[src/rtl/mux4_rr_arbiter_pkg.sv]
// mux4_rr_arbiter_pkg
//   Shared types and constants for the 4-requester round-robin mux arbiter.
//   No ports; imported by the interface, the picker and the top.
package mux4_rr_arbiter_pkg;

    localparam int SEL_W = 2;
    localparam int N_REQ = 4;

    typedef enum logic {
        ST_IDLE  = 1'b0,
        ST_GRANT = 1'b1
    } state_t;

    function automatic logic [N_REQ-1:0] onehot4(input logic [SEL_W-1:0] idx);
        return 4'b0001 << idx;
    endfunction

endpackage

[src/rtl/mux4_rr_arbiter_if.sv]
// mux4_rr_arbiter_if
//   Bundles the requester/downstream side of the arbiter.
//   req, din0..din3, out_ready : driven by the requesters / downstream (master)
//   gnt, sel, dout, dout_valid : driven by the arbiter (slave)
interface mux4_rr_arbiter_if #(
    parameter int WIDTH = 8
);
    import mux4_rr_arbiter_pkg::*;

    logic [N_REQ-1:0] req;
    logic [WIDTH-1:0] din0;
    logic [WIDTH-1:0] din1;
    logic [WIDTH-1:0] din2;
    logic [WIDTH-1:0] din3;
    logic             out_ready;
    logic [N_REQ-1:0] gnt;
    logic [SEL_W-1:0] sel;
    logic [WIDTH-1:0] dout;
    logic             dout_valid;

    modport master (
        output req, din0, din1, din2, din3, out_ready,
        input  gnt, sel, dout, dout_valid
    );

    modport slave (
        input  req, din0, din1, din2, din3, out_ready,
        output gnt, sel, dout, dout_valid
    );

endinterface

[src/rtl/mux4_rr_arbiter_rr_pick4.sv]
// rr_pick4
//   Combinational round-robin picker.
//   req[3:0]    : pending requests
//   last[1:0]   : previous winner; the scan starts just after it
//   winner[1:0] : first set request in order last+1, +2, +3, +4 (mod 4)
//   any         : at least one request pending
module rr_pick4
    import mux4_rr_arbiter_pkg::*;
(
    input  logic [N_REQ-1:0] req,
    input  logic [SEL_W-1:0] last,
    output logic [SEL_W-1:0] winner,
    output logic             any
);

    logic [SEL_W-1:0] cand;

    // Scan from the farthest offset down to the nearest so the nearest set
    // request overwrites earlier hits. Offset 4 wraps to 'last' itself.
    always_comb begin
        winner = last;
        any    = 1'b0;
        cand   = last;
        for (int k = N_REQ; k >= 1; k--) begin
            cand = last + SEL_W'(k);
            if (req[cand]) begin
                winner = cand;
                any    = 1'b1;
            end
        end
    end

endmodule

[src/rtl/mux4_rr_arbiter.sv]
// mux4_rr_arbiter
//   Round-robin arbiter owning the select of a 4:1 data mux. A grant lasts
//   until MAX_BURST beats have transferred or the owner drops its request,
//   then one IDLE cycle is inserted before the next grant.
//   clk   : rising-edge clock
//   rst_n : synchronous active-low reset
//   bus   : slave side of mux4_rr_arbiter_if (req/din/out_ready in,
//           gnt/sel/dout/dout_valid out)
//
//   state    | meaning
//   ---------+---------------------------------------------------------
//   ST_IDLE  | no owner; gnt=0; arbitrate among req for the next cycle
//   ST_GRANT | sel_q owns the output; beats counted in cnt_q
module mux4_rr_arbiter
    import mux4_rr_arbiter_pkg::*;
#(
    parameter int WIDTH     = 8,
    parameter int MAX_BURST = 4
) (
    input  logic               clk,
    input  logic               rst_n,
    mux4_rr_arbiter_if.slave   bus
);

    localparam int CNT_W = $clog2(MAX_BURST + 1);

    state_t           state_q, state_d;
    logic [SEL_W-1:0] sel_q, sel_d;
    logic [SEL_W-1:0] last_q, last_d;
    logic [N_REQ-1:0] gnt_q, gnt_d;
    logic [CNT_W-1:0] cnt_q, cnt_d;
    logic [CNT_W-1:0] cnt_inc;
    logic [SEL_W-1:0] pick;
    logic             pick_any;
    logic             granted;
    logic             req_sel;
    logic             xfer;
    logic [WIDTH-1:0] dmux;

    rr_pick4 u_pick (
        .req    (bus.req),
        .last   (last_q),
        .winner (pick),
        .any    (pick_any)
    );

    assign granted = (state_q == ST_GRANT);
    assign req_sel = bus.req[sel_q];
    assign xfer    = granted & req_sel & bus.out_ready;
    assign cnt_inc = cnt_q + CNT_W'(1);

    always_comb begin
        state_d = state_q;
        sel_d   = sel_q;
        gnt_d   = gnt_q;
        cnt_d   = cnt_q;
        last_d  = last_q;
        case (state_q)
            ST_IDLE: begin
                if (pick_any) begin
                    state_d = ST_GRANT;
                    sel_d   = pick;
                    gnt_d   = onehot4(pick);
                    cnt_d   = '0;
                end
            end
            ST_GRANT: begin
                // A dropped request means no beat was offered, so the two
                // exit conditions can never double-count a transfer.
                if (!req_sel || (xfer && (cnt_inc == CNT_W'(MAX_BURST)))) begin
                    state_d = ST_IDLE;
                    gnt_d   = '0;
                    cnt_d   = '0;
                    last_d  = sel_q;
                end else if (xfer) begin
                    cnt_d = cnt_inc;
                end
            end
            default: begin
                state_d = ST_IDLE;
                gnt_d   = '0;
                cnt_d   = '0;
            end
        endcase
    end

    always_ff @(posedge clk) begin
        if (!rst_n) begin
            state_q <= ST_IDLE;
            sel_q   <= '0;
            gnt_q   <= '0;
            cnt_q   <= '0;
            last_q  <= 2'd3;
        end else begin
            state_q <= state_d;
            sel_q   <= sel_d;
            gnt_q   <= gnt_d;
            cnt_q   <= cnt_d;
            last_q  <= last_d;
        end
    end

    always_comb begin
        dmux = bus.din0;
        case (sel_q)
            2'd0: dmux = bus.din0;
            2'd1: dmux = bus.din1;
            2'd2: dmux = bus.din2;
            2'd3: dmux = bus.din3;
            default: dmux = bus.din0;
        endcase
    end

    assign bus.gnt        = gnt_q;
    assign bus.sel        = sel_q;
    assign bus.dout_valid = granted & req_sel;
    assign bus.dout       = granted ? dmux : '0;

endmodule

[src/flat_wrapper.sv]
// flat-port wrapper written by rule: the top's interface ports become plain ports
module mux4_rr_arbiter_flat import mux4_rr_arbiter_pkg::*;
#(
    parameter int WIDTH     = 8,
    parameter int MAX_BURST = 4
)
  (clk, rst_n, bus_req, bus_din0, bus_din1, bus_din2, bus_din3, bus_out_ready, bus_gnt, bus_sel, bus_dout, bus_dout_valid);
  mux4_rr_arbiter_if #(.WIDTH(WIDTH)) bus_i ();
  input  logic clk;
  input  logic rst_n;
  input wire logic [$bits(bus_i.req)-1:0] bus_req;
  input wire logic [$bits(bus_i.din0)-1:0] bus_din0;
  input wire logic [$bits(bus_i.din1)-1:0] bus_din1;
  input wire logic [$bits(bus_i.din2)-1:0] bus_din2;
  input wire logic [$bits(bus_i.din3)-1:0] bus_din3;
  input wire logic [$bits(bus_i.out_ready)-1:0] bus_out_ready;
  output wire logic [$bits(bus_i.gnt)-1:0] bus_gnt;
  output wire logic [$bits(bus_i.sel)-1:0] bus_sel;
  output wire logic [$bits(bus_i.dout)-1:0] bus_dout;
  output wire logic [$bits(bus_i.dout_valid)-1:0] bus_dout_valid;
  assign bus_i.req = bus_req;
  assign bus_i.din0 = bus_din0;
  assign bus_i.din1 = bus_din1;
  assign bus_i.din2 = bus_din2;
  assign bus_i.din3 = bus_din3;
  assign bus_i.out_ready = bus_out_ready;
  assign bus_gnt = bus_i.gnt;
  assign bus_sel = bus_i.sel;
  assign bus_dout = bus_i.dout;
  assign bus_dout_valid = bus_i.dout_valid;
  mux4_rr_arbiter #(.WIDTH(WIDTH), .MAX_BURST(MAX_BURST)) u_core (.clk(clk), .rst_n(rst_n), .bus(bus_i));
endmodule
[config.mk]
export PLATFORM = sky130hd
export DESIGN_NAME = mux4_rr_arbiter_flat
export DESIGN_NICKNAME = d
export VERILOG_FILES = /design/src/rtl/mux4_rr_arbiter_pkg.sv /design/src/rtl/mux4_rr_arbiter_if.sv /design/src/rtl/mux4_rr_arbiter_rr_pick4.sv /design/src/rtl/mux4_rr_arbiter.sv /design/src/flat_wrapper.sv
export SDC_FILE = /design/constraint.sdc
export NUM_CORES = 1
export LEC_CHECK = 0
export BUFFER_PORTS_ARGS = -buffer_cell sky130_fd_sc_hd__buf_2
export CAP_MARGIN = 20
export CORE_MARGIN = 2
export CORE_UTILIZATION = 30
export DETAILED_ROUTE_END_ITERATION = 8
export MAX_ROUTING_LAYER = met4
export PLACE_DENSITY = 0.56
export SLEW_MARGIN = 15
export SYNTH_ARGS = -nofsm -noshare
export SYNTH_HDL_FRONTEND = slang
export SYNTH_SLANG_ARGS = --single-unit
[constraint.sdc]
create_clock -name clk -period 4.15 [get_ports clk]
set_input_delay 0.83 -clock clk [delete_from_list [all_inputs] [get_ports clk]]
set_output_delay 0.83 -clock clk [all_outputs]
set_load 0.01 [all_outputs]
[After elaboration in Yosys (flattened, before gate mapping)]
Index checks and enable logic that the tools add are counted.
Storage, ports and cells
  register bits after elaboration: 12
  input port bits: 39
  output and inout bits: 15
  word-level logic and storage cells: 62
Operators by class
  $add $sub $neg: 4
  order comparisons: 5
  equality and inequality tests: 7
  shift operators: 1
  mux-type cells: 29
  bitwise logic cells: 3
  reduce and logical (&&, ||, !) cells: 8
Operators by type and width (number)
  8-bit one-hot mux with 4 select lines: 1
  2-bit by 3-bit less-than comparator with 1-bit output (second input constant): 5
  1-bit two-way mux: 11
  1-bit binary-select mux with 2-bit select: 5
  3-bit two-way mux: 3
  4-bit two-way mux: 2
  8-bit two-way mux: 1
  4-bit one-hot mux with 2 select lines: 1
  2-bit AND reduction: 4
  2-bit two-way mux: 3
  3-bit one-hot mux with 2 select lines: 1
  2-bit adder (second input constant): 2
  2-bit equality test (second input constant): 2
  1-bit by 2-bit << shifter with 4-bit output (first input constant): 1
  3-bit by 1-bit adder with 3-bit output (second input constant): 1
  3-bit equality test (second input constant): 1
  3-bit != test (second input constant): 1
  2-bit by 1-bit adder with 2-bit output (second input constant): 1
  1-bit bitwise AND: 2
  2-bit by 1-bit equality test with 1-bit output (second input constant): 1
  2-bit zero test: 1
  2-bit by 1-bit != test with 1-bit output (second input constant): 1
  2-bit != test (second input constant): 1
  1-bit one-hot mux with 2 select lines: 1
  4 further kinds: 4

[Logic depth before layout (Yosys ltp)]
  depth in word-level cells: 9
  depth in mapped cells: 6
  mapped depth without buffers: 6

[Cells and area by module]
Synthesis repeated with hierarchy kept, for this count alone.
Second synthesis, totals
  cells, all modules: 99
  area total of the unflattened synthesis: 974.7 um2
Modules (own cells, without submodules)
  mux4_rr_arbiter: instances 1, cells each 85, area an instance 892.1 um2, seq. area each 240.2 um2
  rr_pick4: instances 1, cells each 14, area an instance 82.6 um2, seq. area each 0.0 um2

[Worst setup path before layout]
No wires, ideal clock.
  path type: input-to-output
  from: input bus_din1[1]
  to: output bus_dout[1]
  arrival: 1483 ps
  required time: 3320 ps
  setup slack: 1837 ps
  stages: 2
  buffers on the path: 0
  cells stage by stage: mux4_1 and2_1
On the way
  cells in the longest elaborated chain, start to end: 2
Ends and longest elaborated chain
  start, declared: line flat_wrapper.sv:13  | input wire logic [$bits(bus_i.din1)-1:0] bus_din1;
  8-bit one-hot mux with 4 select lines: line mux4_rr_arbiter.sv:105  | case (sel_q)
  8-bit two-way mux: line mux4_rr_arbiter.sv:117  | assign bus.dout = granted ? dmux : '0;
  end, declared: line flat_wrapper.sv:19  | output wire logic [$bits(bus_i.dout)-1:0] bus_dout;
No other way between the ends.

[Worst setup path after layout]
  from: register u_core.sel_q[0] (netlist: u_core.bus.sel[0])
  to: output bus_dout[1]
On the way
  cells in the longest elaborated chain, start to end: 3
  elaborated cells between the ends (all ways): 6
  classes of those cells: eq/ne (3); mux (2); reduce/logical (1)
Ends and longest elaborated chain
  start, declared: line mux4_rr_arbiter.sv:28  | logic [SEL_W-1:0] sel_q, sel_d;
  start signal, assigned: line mux4_rr_arbiter.sv:96  | sel_q <= sel_d;
  2-bit equality test (tied with other cells): line mux4_rr_arbiter.sv:105
  8-bit one-hot mux with 4 select lines (*): line mux4_rr_arbiter.sv:105
  8-bit two-way mux (*): line mux4_rr_arbiter.sv:117
Every way passes the cells marked *; elsewhere a longest branch is shown, timed or not.

==> flow_summary_export.csv <==
group,metric,value,unit
outcome,status,"complete, no violations",
setup_path,crit_start,"u_core.bus.sel[0]$_SDFFE_PN0P_",
setup_path,critPathMaxFanout,13,
yosys,ys_types,34,
clocking,htree_levels,1,
setup_path,rrSetupSlack,2.24,ns
setup_path,path_class,"flop to output pin",
route,drt_iter0_markers,20,
route,drc,0,
run,cap_violations,0,
finish,drive_above_1_share,0.4626,
timing,final-hold-violation-count,0,
power_and_ir_drop,max-vdd-ir-drop,0.1815,mV
setup_path,reg2reg_from,"u_core.bus.sel[0]$_SDFFE_PN0P_",
clocking,cts_hold_buf,0,
timing,setup_viol,0,
placed_design,dpl.hpwl,1861,um
setup_path,slowest_stage,"dfxtp_1",
yosys,syn-num-nets,135,
timing,setup-tns-final,0,ns
timing,setup_slack,1.382,ns
placed_design,io_buffer_count,53,
route,vias_per_cell,5.333,
yosys,synthSimpleGateAreaFrac,0.1952,
placed_design,gp_congestion,0.7373,
global_routing,antenna_found_initial,0,
setup_path,r2r_end,"u_core.last_q[1]$_SDFFE_PN1P_",
placed_design,dp_worst_setup_slack,1.619,ns
route,avgRoutedWirePerCell,12.84,um
finish,diodes,0,
timing,drv_slew,0,
clocking,clkTransAtPathRegs,0.08,ns
clocking,cts.path.max_buffers,2,
floorplanning,die_h,59.86,um
clocking,clock_tree.root_cell,"clkbuf_4",
timing,layout_min_cycle_time,2.768,ns
yosys,synth_top_family_by_area,"multiplexers",
finish,syn_to_final_growth,34.49,%
setup_path,required,3.32,ns
power_and_ir_drop,power,0.3646,mW
floorplanning,boundaryPins,54,
setup_path,crit_path_end_kind,"output pin",
floorplanning,rows,20,
setup_path,path_cells,"mux4_1 -> and2_1 -> buf_2",
yosys,avgSynthCellArea,9.956,um^2
finish,layout.nets,189,
clocking,insertion_delay,0.28,ns
yosys,ys.warnings.count,0,
setup_path,cp.arrival,1.94,ns
setup_path,critPathMaxStageDelay,0.75,ns
finish,layout.cells.non_filler,180,
route,firstDrtPassIters,4,
clocking,post_cts_buffers,0,
setup_path,cp-endpoint,"bus_dout[1]",
timing,timing.final.crit_share,0.6669,
timing,rsz0062_at_grt,"no",
timing,relSlewSlack,0.5525,
power_and_ir_drop,p_leak,0.5858,nW
yosys,synthXorXnorAreaFrac,0,
global_routing,grt_pass1_wl,3636,um
power_and_ir_drop,p_per_area,289.7,nW/um^2
clocking,post_cts_resized,0,
timing,finClkSkew,0.004060,ns
route,wl,2312,um
placed_design,dp_cells,176,
global_routing,grt_max_degree,17,
global_routing,grtUsageTotal,0.1379,
floorplanning,start_util,0.3117,
route,ant_nets,0,
clocking,clock_sinks,12,
floorplanning,core_area,3003,um^2
hold_path,holdCritPathClass,"flop to flop",
finish,n_fill_cell,296,
timing,fmaxAchievable,361.3,MHz
setup_path,cp-start-kind,"flop",
global_routing,grt-ovfl-total,0,
global_routing,first_global_vias,861,
yosys,syn_inst,94,
yosys,synthAdderAreaFrac,0.02674,
timing,tightest_slew,0.6704,ns
yosys,ys_ff_latch,12,
floorplanning,dieWidth,59.86,um
yosys,syn_area,935.9,um^2
clocking,cts_tree,"built",
setup_path,r2r_cells,4,
yosys,ys_seq_area_frac,0.2567,
route,vias,960,
clocking,cts_buffers,3,
yosys,synth_compound_area_frac,0.1992,
floorplanning,dieArea,3583,um^2
yosys,muxShareOfSynthArea,0.2848,
## logic make-up (layout without fill, tap and decap cells)
family,count (synthesis),in the layout
AND/OR/NAND/NOR,34,34
AO/OA/AOI/OAI,23,23
multiplexers,15,15
flip-flops,12,12
buffers and inverters,8,61
adder cells (fa/ha/maj),2,2
## metal layers
metal,wire length [um],vias to the layer above,track usage
met5,0,-,-
met4,12,0,0.01905
met3,260,4,0.04545
met2,1039,50,0.2407
met1,1000,439,0.1563
li1,-,467,-
## worst max-delay path, delay by kind of cell, from the launching register on
family | cells | cell delay [ns]
mux | 1 | 0.62
simple gates | 1 | 0.16
buf+inv | 1 | 0.13
flops | 1 | 0.75
## worst min path at each step
stage,from,cells after the start,slack (ns),endpoint
after global routing,u_core.bus.gnt[0]$_SDFFE_PN0P_,2,0.49,u_core.bus.gnt[0]$_SDFFE_PN0P_
after detailed placement,u_core.cnt_q[2]$_SDFFE_PN0P_,2,0.45,u_core.cnt_q[2]$_SDFFE_PN0P_
after CTS,u_core.cnt_q[2]$_SDFFE_PN0P_,2,0.47,u_core.cnt_q[2]$_SDFFE_PN0P_
after global placement,u_core.cnt_q[2]$_SDFFE_PN0P_,2,0.44,u_core.cnt_q[2]$_SDFFE_PN0P_
after floorplan,u_core.cnt_q[2]$_SDFFE_PN0P_,2,0.43,u_core.cnt_q[2]$_SDFFE_PN0P_
final,u_core.cnt_q[2]$_SDFFE_PN0P_,2,0.46,u_core.cnt_q[2]$_SDFFE_PN0P_
## flip-flops by register name, summed over array words and instances, names as in the netlist
name	cells
u_core.bus.gnt	4
u_core.cnt_q	3
u_core.bus.sel	2
u_core.last_q	2
u_core.granted	1
## Yosys cell counts (all sizes together)
library cell  instances  area share
nand4                 1      0.0067
inv                   4       0.016
o211ai                2       0.016
a221oi                1      0.0094
o32ai                 4       0.037
and3b                 1      0.0094
nor3                  1      0.0053
o21a                  1      0.0080
a21boi                1      0.0080
a21o                  1      0.0080
clkbuf                2      0.0080
dfxtp                12        0.26
nor2                  3       0.012
nor4                  1      0.0067
ha                    2       0.027
o22ai                 1       0.021
and2                  8       0.053
nand2                12       0.048
nand4b                2       0.019
nand2b                2       0.013
o21ai                 5       0.027
mux2i                 6       0.064
a221o                 1       0.011
nor2b                 2       0.013
buf                   2       0.013
a21oi                 5       0.043
a21bo                 1       0.011
and2b                 1      0.0080
mux4                  9        0.22
## cell usage in the layout (no fill, tap or decap), types with 2 or more instances in the layout
cell and count:
inv_1 4, a21oi_1 3, o21ai_0 4, ha_1 2, nand2_1 12, o211ai_1 2, nor2b_1 2, nor2_1 3
nand4b_1 2, clkbuf_4 3, mux4_2 8, nand2b_1 2, o32ai_1 4, and2_1 8, mux2i_1 6, buf_2 53
dfxtp_1 12
## cell type report
class                      count  area, um^2  share of cell area
inverter                       4       15.01             0.01193
clock buffer                   4       36.28             0.02883
sequential                    12       240.2              0.1909
timing repair buffer          53       265.3              0.2107
multi-input combinational     74       660.6              0.5249
tap                           33       41.29             0.03280
## where the power goes
part | internal (mW) | total (mW) | leakage (nW) | switching (mW)
sequential | 0.125 | 0.145 | 0.0984 | 0.0196
clock | 0.0534 | 0.0936 | 0.0210 | 0.0402
combinational | 0.0722 | 0.126 | 0.466 | 0.0541
total | 0.251 | 0.365 | 0.586 | 0.114
## per-stage QoR
stage / hold slack (ns) / utilization / instance area (um^2)
floorplan: 0.4347 / - / 935.9
global placement: 0.4429 / 0.4071 / 1222
detailed placement: 0.4497 / 0.4071 / 1222
CTS: 0.4680 / 0.4192 / 1259
global route: 0.4862 / 0.4192 / 1259
finish: 0.4612 / 0.4192 / 1259
Note: power is estimated with default switching activity, not from simulation.
